$ cat src/rtl/fetch_stage_pkg.sv
// Shared pipeline definitions for the fetch stage and its helpers.
package fetch_stage_pkg;

    localparam int INST_W = 32;

    localparam logic [INST_W-1:0] NOP_INST_DEF = 32'h0000_0000;

    typedef enum logic {
        IDLE = 1'b0,
        RUN  = 1'b1
    } state_e;

endpackage : fetch_stage_pkg

$ cat src/rtl/fetch_stage_sat_counter.sv
// Saturating up-counter: counts enabled cycles and sticks at all-ones.
module sat_counter #(
    parameter int W = 16
) (
    input  logic         clk_i,
    input  logic         rst_i,
    input  logic         en_i,
    output logic [W-1:0] cnt_o
);

    logic [W-1:0] cnt_q;
    logic [W-1:0] cnt_d;

    // Next count: advance only when enabled and not already saturated.
    always_comb begin
        cnt_d = cnt_q;
        if (en_i && (cnt_q != {W{1'b1}})) begin
            cnt_d = cnt_q + {{(W-1){1'b0}}, 1'b1};
        end
    end

    // Count register with asynchronous active-low clear.
    always_ff @(posedge clk_i or negedge rst_i) begin
        if (!rst_i) begin
            cnt_q <= '0;
        end else begin
            cnt_q <= cnt_d;
        end
    end

    assign cnt_o = cnt_q;

endmodule : sat_counter

$ cat src/rtl/fetch_stage.sv
// Instruction-fetch stage: program counter, IF/ID pipeline register,
// IDLE/RUN control and saturating stall/flush performance counters.
module fetch_stage
    import fetch_stage_pkg::*;
#(
    parameter logic [INST_W-1:0] RESET_PC = 32'h0000_0000,
    parameter logic [INST_W-1:0] NOP_INST = NOP_INST_DEF,
    parameter int                CNT_W    = 16
) (
    input  logic              clk_i,
    input  logic              rst_i,
    input  logic              start_i,
    input  logic              pcwrite_i,
    input  logic              ifidwrite_i,
    input  logic              branch_taken_i,
    input  logic [INST_W-1:0] branch_target_i,
    output logic [INST_W-1:0] imem_addr_o,
    input  logic [INST_W-1:0] imem_data_i,
    output logic [INST_W-1:0] pc_o,
    output logic [INST_W-1:0] ifid_inst_o,
    output logic [INST_W-1:0] ifid_pc4_o,
    output logic              ifid_valid_o,
    output logic [CNT_W-1:0]  stall_cnt_o,
    output logic [CNT_W-1:0]  flush_cnt_o
);

    state_e            state_q, state_d;
    logic [INST_W-1:0] pc_q, pc_d;
    logic [INST_W-1:0] ifid_inst_q, ifid_inst_d;
    logic [INST_W-1:0] ifid_pc4_q, ifid_pc4_d;
    logic              ifid_valid_q, ifid_valid_d;
    logic [INST_W-1:0] pc_plus4;
    logic              stall_en;
    logic              flush_en;

    // Sequential PC increment; wrap past 0xFFFF_FFFC is intentionally silent.
    assign pc_plus4 = pc_q + 32'd4;

    // Next-state logic for FSM, PC and IF/ID; a stall outranks a branch
    // because the ID branch decision is stale during a load-use stall.
    always_comb begin
        state_d      = state_q;
        pc_d         = pc_q;
        ifid_inst_d  = ifid_inst_q;
        ifid_pc4_d   = ifid_pc4_q;
        ifid_valid_d = ifid_valid_q;
        stall_en     = 1'b0;
        flush_en     = 1'b0;

        case (state_q)
            IDLE: begin
                if (start_i) begin
                    state_d = RUN;
                end
            end
            RUN: begin
                if (!pcwrite_i) begin
                    stall_en = 1'b1;
                end else if (branch_taken_i) begin
                    pc_d = branch_target_i & 32'hFFFF_FFFC;
                end else begin
                    pc_d = pc_plus4;
                end

                if (ifidwrite_i) begin
                    if (branch_taken_i && pcwrite_i) begin
                        ifid_inst_d  = NOP_INST;
                        ifid_pc4_d   = '0;
                        ifid_valid_d = 1'b0;
                        flush_en     = 1'b1;
                    end else begin
                        ifid_inst_d  = imem_data_i;
                        ifid_pc4_d   = pc_plus4;
                        ifid_valid_d = 1'b1;
                    end
                end
            end
            default: begin
                state_d = IDLE;
            end
        endcase
    end

    // State, PC and IF/ID registers with asynchronous active-low reset.
    always_ff @(posedge clk_i or negedge rst_i) begin
        if (!rst_i) begin
            state_q      <= IDLE;
            pc_q         <= RESET_PC;
            ifid_inst_q  <= NOP_INST;
            ifid_pc4_q   <= '0;
            ifid_valid_q <= 1'b0;
        end else begin
            state_q      <= state_d;
            pc_q         <= pc_d;
            ifid_inst_q  <= ifid_inst_d;
            ifid_pc4_q   <= ifid_pc4_d;
            ifid_valid_q <= ifid_valid_d;
        end
    end

    sat_counter #(.W(CNT_W)) u_stall_cnt (
        .clk_i (clk_i),
        .rst_i (rst_i),
        .en_i  (stall_en),
        .cnt_o (stall_cnt_o)
    );

    sat_counter #(.W(CNT_W)) u_flush_cnt (
        .clk_i (clk_i),
        .rst_i (rst_i),
        .en_i  (flush_en),
        .cnt_o (flush_cnt_o)
    );

    assign imem_addr_o  = pc_q;
    assign pc_o         = pc_q;
    assign ifid_inst_o  = ifid_inst_q;
    assign ifid_pc4_o   = ifid_pc4_q;
    assign ifid_valid_o = ifid_valid_q;

endmodule : fetch_stage
$ cat config.mk
export PLATFORM = sky130hd
export DESIGN_NAME = fetch_stage
export DESIGN_NICKNAME = d
export VERILOG_FILES = /design/src/rtl/fetch_stage_pkg.sv /design/src/rtl/fetch_stage_sat_counter.sv /design/src/rtl/fetch_stage.sv
export SDC_FILE = /design/constraint.sdc
export NUM_CORES = 1
export LEC_CHECK = 0
export CAP_MARGIN = 30
export CORE_UTILIZATION = 45
export CTS_CLUSTER_DIAMETER = 40
export DETAILED_ROUTE_END_ITERATION = 8
export GPL_TIMING_DRIVEN = 0
export PLACE_DENSITY = 0.89
export SYNTH_ARGS = -nofsm -noshare
export SYNTH_HDL_FRONTEND = slang
export SYNTH_SLANG_ARGS = --single-unit
export TNS_END_PERCENT = 10
$ cat constraint.sdc
create_clock -name clk_i -period 2.5 [get_ports clk_i]
set_input_delay 0.5 -clock clk_i [delete_from_list [all_inputs] [get_ports clk_i]]
set_output_delay 0.5 -clock clk_i [all_outputs]
set_load 0.03 [all_outputs]
==> reports/summary.md <==
The run finished with clean final reports. The worst hold path belongs to the class reg -> reg. In the synthesized netlist, the cells that appear most often are sky130_fd_sc_hd__dfrtp_1, sky130_fd_sc_hd__nand2_1, sky130_fd_sc_hd__o21ai_0. The worst register-to-register path ends at ifid_pc4_o[28]$_DFFE_PN0P_.

The critical path goes through ha_2 -> nand2_1 -> or3_1 -> or4_4 -> xor2_1 -> o21ai_1. In this run, the clock network consumes 32.8% of the power. The tools report the number of buffers inserted by post-CTS setup repair as 0. The first-iteration detailed-routing DRC count is 437. The core region is 0.0134 sq mm. The type of the worst setup path was reg -> reg. For the number of distinct standard cells referenced by the synthesized netlist, the log shows 50. For this design the static power due to leakage is 3.93 nW.

Category of the worst setup path capture point: a register. Switching power share of the total: 33.4%. TritonCTS built the clock tree.

On the worst path, the slowest cell contributes a delay of 0.58 ns. Area share of the largest cell type after synthesis: 50.3%. For this run, the leading register cell type out of synthesis is sky130_fd_sc_hd__dfrtp_1. By area the synthesized netlist is led by sky130_fd_sc_hd__dfrtp_1, sky130_fd_sc_hd__a22o_1, sky130_fd_sc_hd__xnor2_1, sky130_fd_sc_hd__buf_4, sky130_fd_sc_hd__nand2_1. In this run the most critical hold path is launched from ifid_pc4_o[31]$_DFFE_PN0P_. Root buffer cell: sky130_fd_sc_hd__clkbuf_16. In this run the power density over the cells is 800 mW/mm^2. After detailed routing, the average wire length per cell comes to 17.7 um.

The cell type with the highest aggregate area in the netlist is sky130_fd_sc_hd__dfrtp_1. The highest clock frequency the design can meet came out at 413 MHz. The run gives 0.00627 sq mm as the netlist area before placement. For the number of buffers added by the clock tree synthesis step, the log shows 17. The total of flip-flops plus latches after synthesis came out at 126. A synthesized cell averages 9.95 sq um. Entering global routing, the biggest net connects 89 pins. Setup repair after global routing could not meet its margin everywhere. VDD sags by at most 0.000432 V.

The number of global-route vias before repair was 5,826; the final critical path time including I/O delays and setup was 2.42 ns. The critical path ends at ifid_pc4_o[28]$_DFFE_PN0P_. The placed instances occupy a cell area of 0.00876 sq mm.

The count of flip-flops with a built-in enable after synthesis came out at 0. Instance count of the mapped netlist: 630. After the last flow step, the layout net total stands at 951.

Compared with the post-synthesis result, the final layout area differs by 49.5%. The clock slew seen by the registers of the worst setup and hold paths works out to 0.06 ns. For the number of buffers on the longest clock path, the log shows 2.

The source-to-sink clock delay at the later pin of the worst-skew pair is 0.41 ns. The category of the worst setup path launch point is a register. In the global route stage, overall resource usage came out at 26.8%. The final hold violation count was 0; the switching power total was 2.50 mW. The maximum fanout along the worst path was 7. For the initial antenna violation count, the log shows 0. The internal portion of the total power is 4.99 mW. The via-per-instance ratio came out at 5.58. Summing all non-filler instances in the final layout gives an area of 0.00937 sq mm. Detailed routing inserted a total of 5,944 vias. On the final layout, the worst hold slack is 0.476 ns. Measured in cells, the most critical reg-to-reg path has a length of 6. Count of filler cells inserted in the layout: 1,002. The die covers 0.0144 sq mm.

Slowest stage cell on the critical path: sky130_fd_sc_hd__or4_4. The final layout contains routed wiring with a total length of 18.9 mm. The first-pass detailed-route iteration total was 6; the fraction of final layout cells with drive strength greater than 1 was 9.89%. The die boundary height is 120 um, and the antenna violation net count after detailed routing is 0. The effective utilization at floorplan is 46.8%.

Combinational logic burns 31.7% of the power. For this run the aggregate overflow at the end of global routing stands at 0. The share of total power dissipated in sequential elements is 35.5%.

Among all cell types in the netlist, the one instantiated most often is sky130_fd_sc_hd__dfrtp_1. The max-capacitance violation count was 0. The number of input and output port buffers inserted was 222; the final-report max-slew violation count was 0.

The post-route DRC violation count is 0. 231 I/O pins were placed. In this run the tightest slew margin relative to its limit is 55.6%. The tree built by TritonCTS fans out to 126 sinks. The transition at the pin with the smallest max-transition slack was 0.666 ns.

The die is 120 um wide. The first global-routing pass estimated 30.0 mm of wire. The worst register-to-register path begins at imem_addr_o[3]$_DFFE_PN0P_. The logs give 13.8 mm for the detailed placer's ending HPWL and 0.08 ns for the register-to-register setup slack. The fraction of registers with async set/reset works out to 100%. The critical path starts at imem_addr_o[3]$_DFFE_PN0P_. The number of antenna diodes in the final layout is 0. Between clock sinks in the finished design, the worst skew comes to 0.00601 ns.

In this run the number of H-tree levels came out at 4. The Yosys step of the flow raised 0 warnings. Data on the critical path arrives at its endpoint at 2.71 ns. Last weighted congestion value of the routability-driven placer: 0.947. Summing the sequential cell areas from Yosys gives 50.3% of the chip area. The post-route clock period utilization works out to 96.9%.

Number of placement rows: 42. Setup violations remaining at the end of the flow were counted as 0. For the data required time of the critical path, the log shows 2.78 ns.
per-layer routing:
| layer | vias to the layer above | track usage, % | wire, um |
|---|---|---|---|
| met1 | 2854 | 33.0 | 7560 |
| li1 | 2741 | - | - |
| met3 | 39 | 6.84 | 1560 |
| met4 | 0 | 9.92 | 424 |
| met2 | 310 | 45.1 | 9370 |
| met5 | - | 0 | 0 |
cell families (layout without fill, tap and decap cells):
family	count (synthesis)	in the layout	share of synthesized area [%]
other cells	1	6	0.0598
fa+ha+maj	3	3	0.599
compound gates	163	163	17.4
mux	5	5	0.839
xor+xnor	50	50	6.99
flops	126	126	50.3
simple gates	209	209	17.2
buf+inv	73	328	6.67
sequential cells by signal, indices dropped and copies added, names as in the netlist:
signal,flops
state_q,1
ifid_inst_o,32
ifid_valid_o,1
ifid_pc4_o,30
u_stall_cnt.cnt_o,16
u_flush_cnt.cnt_o,16
imem_addr_o,30
metrics by stage:
| step | utilization (%) | TNS (ns) | power [mW] | cells | setup WS [ns] |
|---|---|---|---|---|---|
| floorplan | - | 0 | 3.97 | 635 | 0.180 |
| global placement | 65.1 | -505.34 | 5.00 | 1033 | -3.98 |
| detailed placement | 65.3 | -7.50 | 5.06 | 1034 | -0.316 |
| CTS | 69.9 | 0 | 7.54 | 1066 | 0.0539 |
| global route | 69.9 | -0.0577 | 7.81 | 1066 | -0.0577 |
| finish | 69.9 | 0 | 7.50 | 1066 | 0.0764 |
cells in the final DEF (no fill, tap or decap), drive strengths merged, types with 6 or more instances in the layout:
cell type      synthesis  final
and3                  18     18
a31oi                  7      7
nand4                 20     20
a21oi                 29     29
clkbuf                28     53
clkdlybuf4s50          0    221
nor3                  12     12
nor4                   8      8
a2bb2oi               11     11
conb                   1      6
o22ai                 11     11
buf                   42     44
dfrtp                126    126
o22a                   6      6
xor2                  18     18
a22o                  33     33
nand3                 29     29
xnor2                 32     32
nor2                  32     32
o21a                   8      8
o21ai                 48     48
nand2                 71     71
power groups by stage:
stage	combinational, mW	clock [mW]	sequential, mW
after detailed placement	2.37	0	2.69
final	2.38	2.46	2.66
after global routing	2.52	2.59	2.70
after floorplan	0.796	0	3.17
after global placement	2.33	0	2.67
after CTS	2.39	2.49	2.66
worst min path at each step:
stage	slack (ns)	depth (start not counted)	endpoint
detailed placement	0.42	1	ifid_inst_o[31]$_DFFE_PN0P_
floorplan	0.20	0	ifid_inst_o[0]$_DFFE_PN0P_
global placement	0.46	2	ifid_pc4_o[5]$_DFFE_PN0P_
finish	0.48	2	ifid_pc4_o[31]$_DFFE_PN0P_
CTS	0.48	2	ifid_pc4_o[30]$_DFFE_PN0P_
global route	0.50	2	ifid_pc4_o[29]$_DFFE_PN0P_
worst max-delay path: cells and delay by family, from the launching register on:
kind	cells	cell delay, ns
AO/OA/AOI/OAI	1	0.08
XOR/XNOR	1	0.23
adder cells (fa/ha/maj)	1	0.33
flip-flops	1	0.50
AND/OR/NAND/NOR	3	1.14
timing repair:
| action | 4_1_cts | 5_1_grt |
|---|---|---|
| endpoints found under the hold margin | 38 | 0 |
| hold buffers | 1 | 0 |
| gates resized for setup | 0 | 2 |
| setup endpoints to repair | 0 | 10 |
final cells by class:
cell class	count	area (sq um)	area share [%]
buffer	70	407	4.34
clock buffer	25	515	5.50
clock inverter	6	80.1	0.855
inverter	3	11.3	0.120
multi-input combinational	436	2720	29.0
sequential	126	3150	33.7
tap	176	220	2.35
timing repair buffer	224	2260	24.1
No activity file was read; power rests on OpenSTA's default activity.
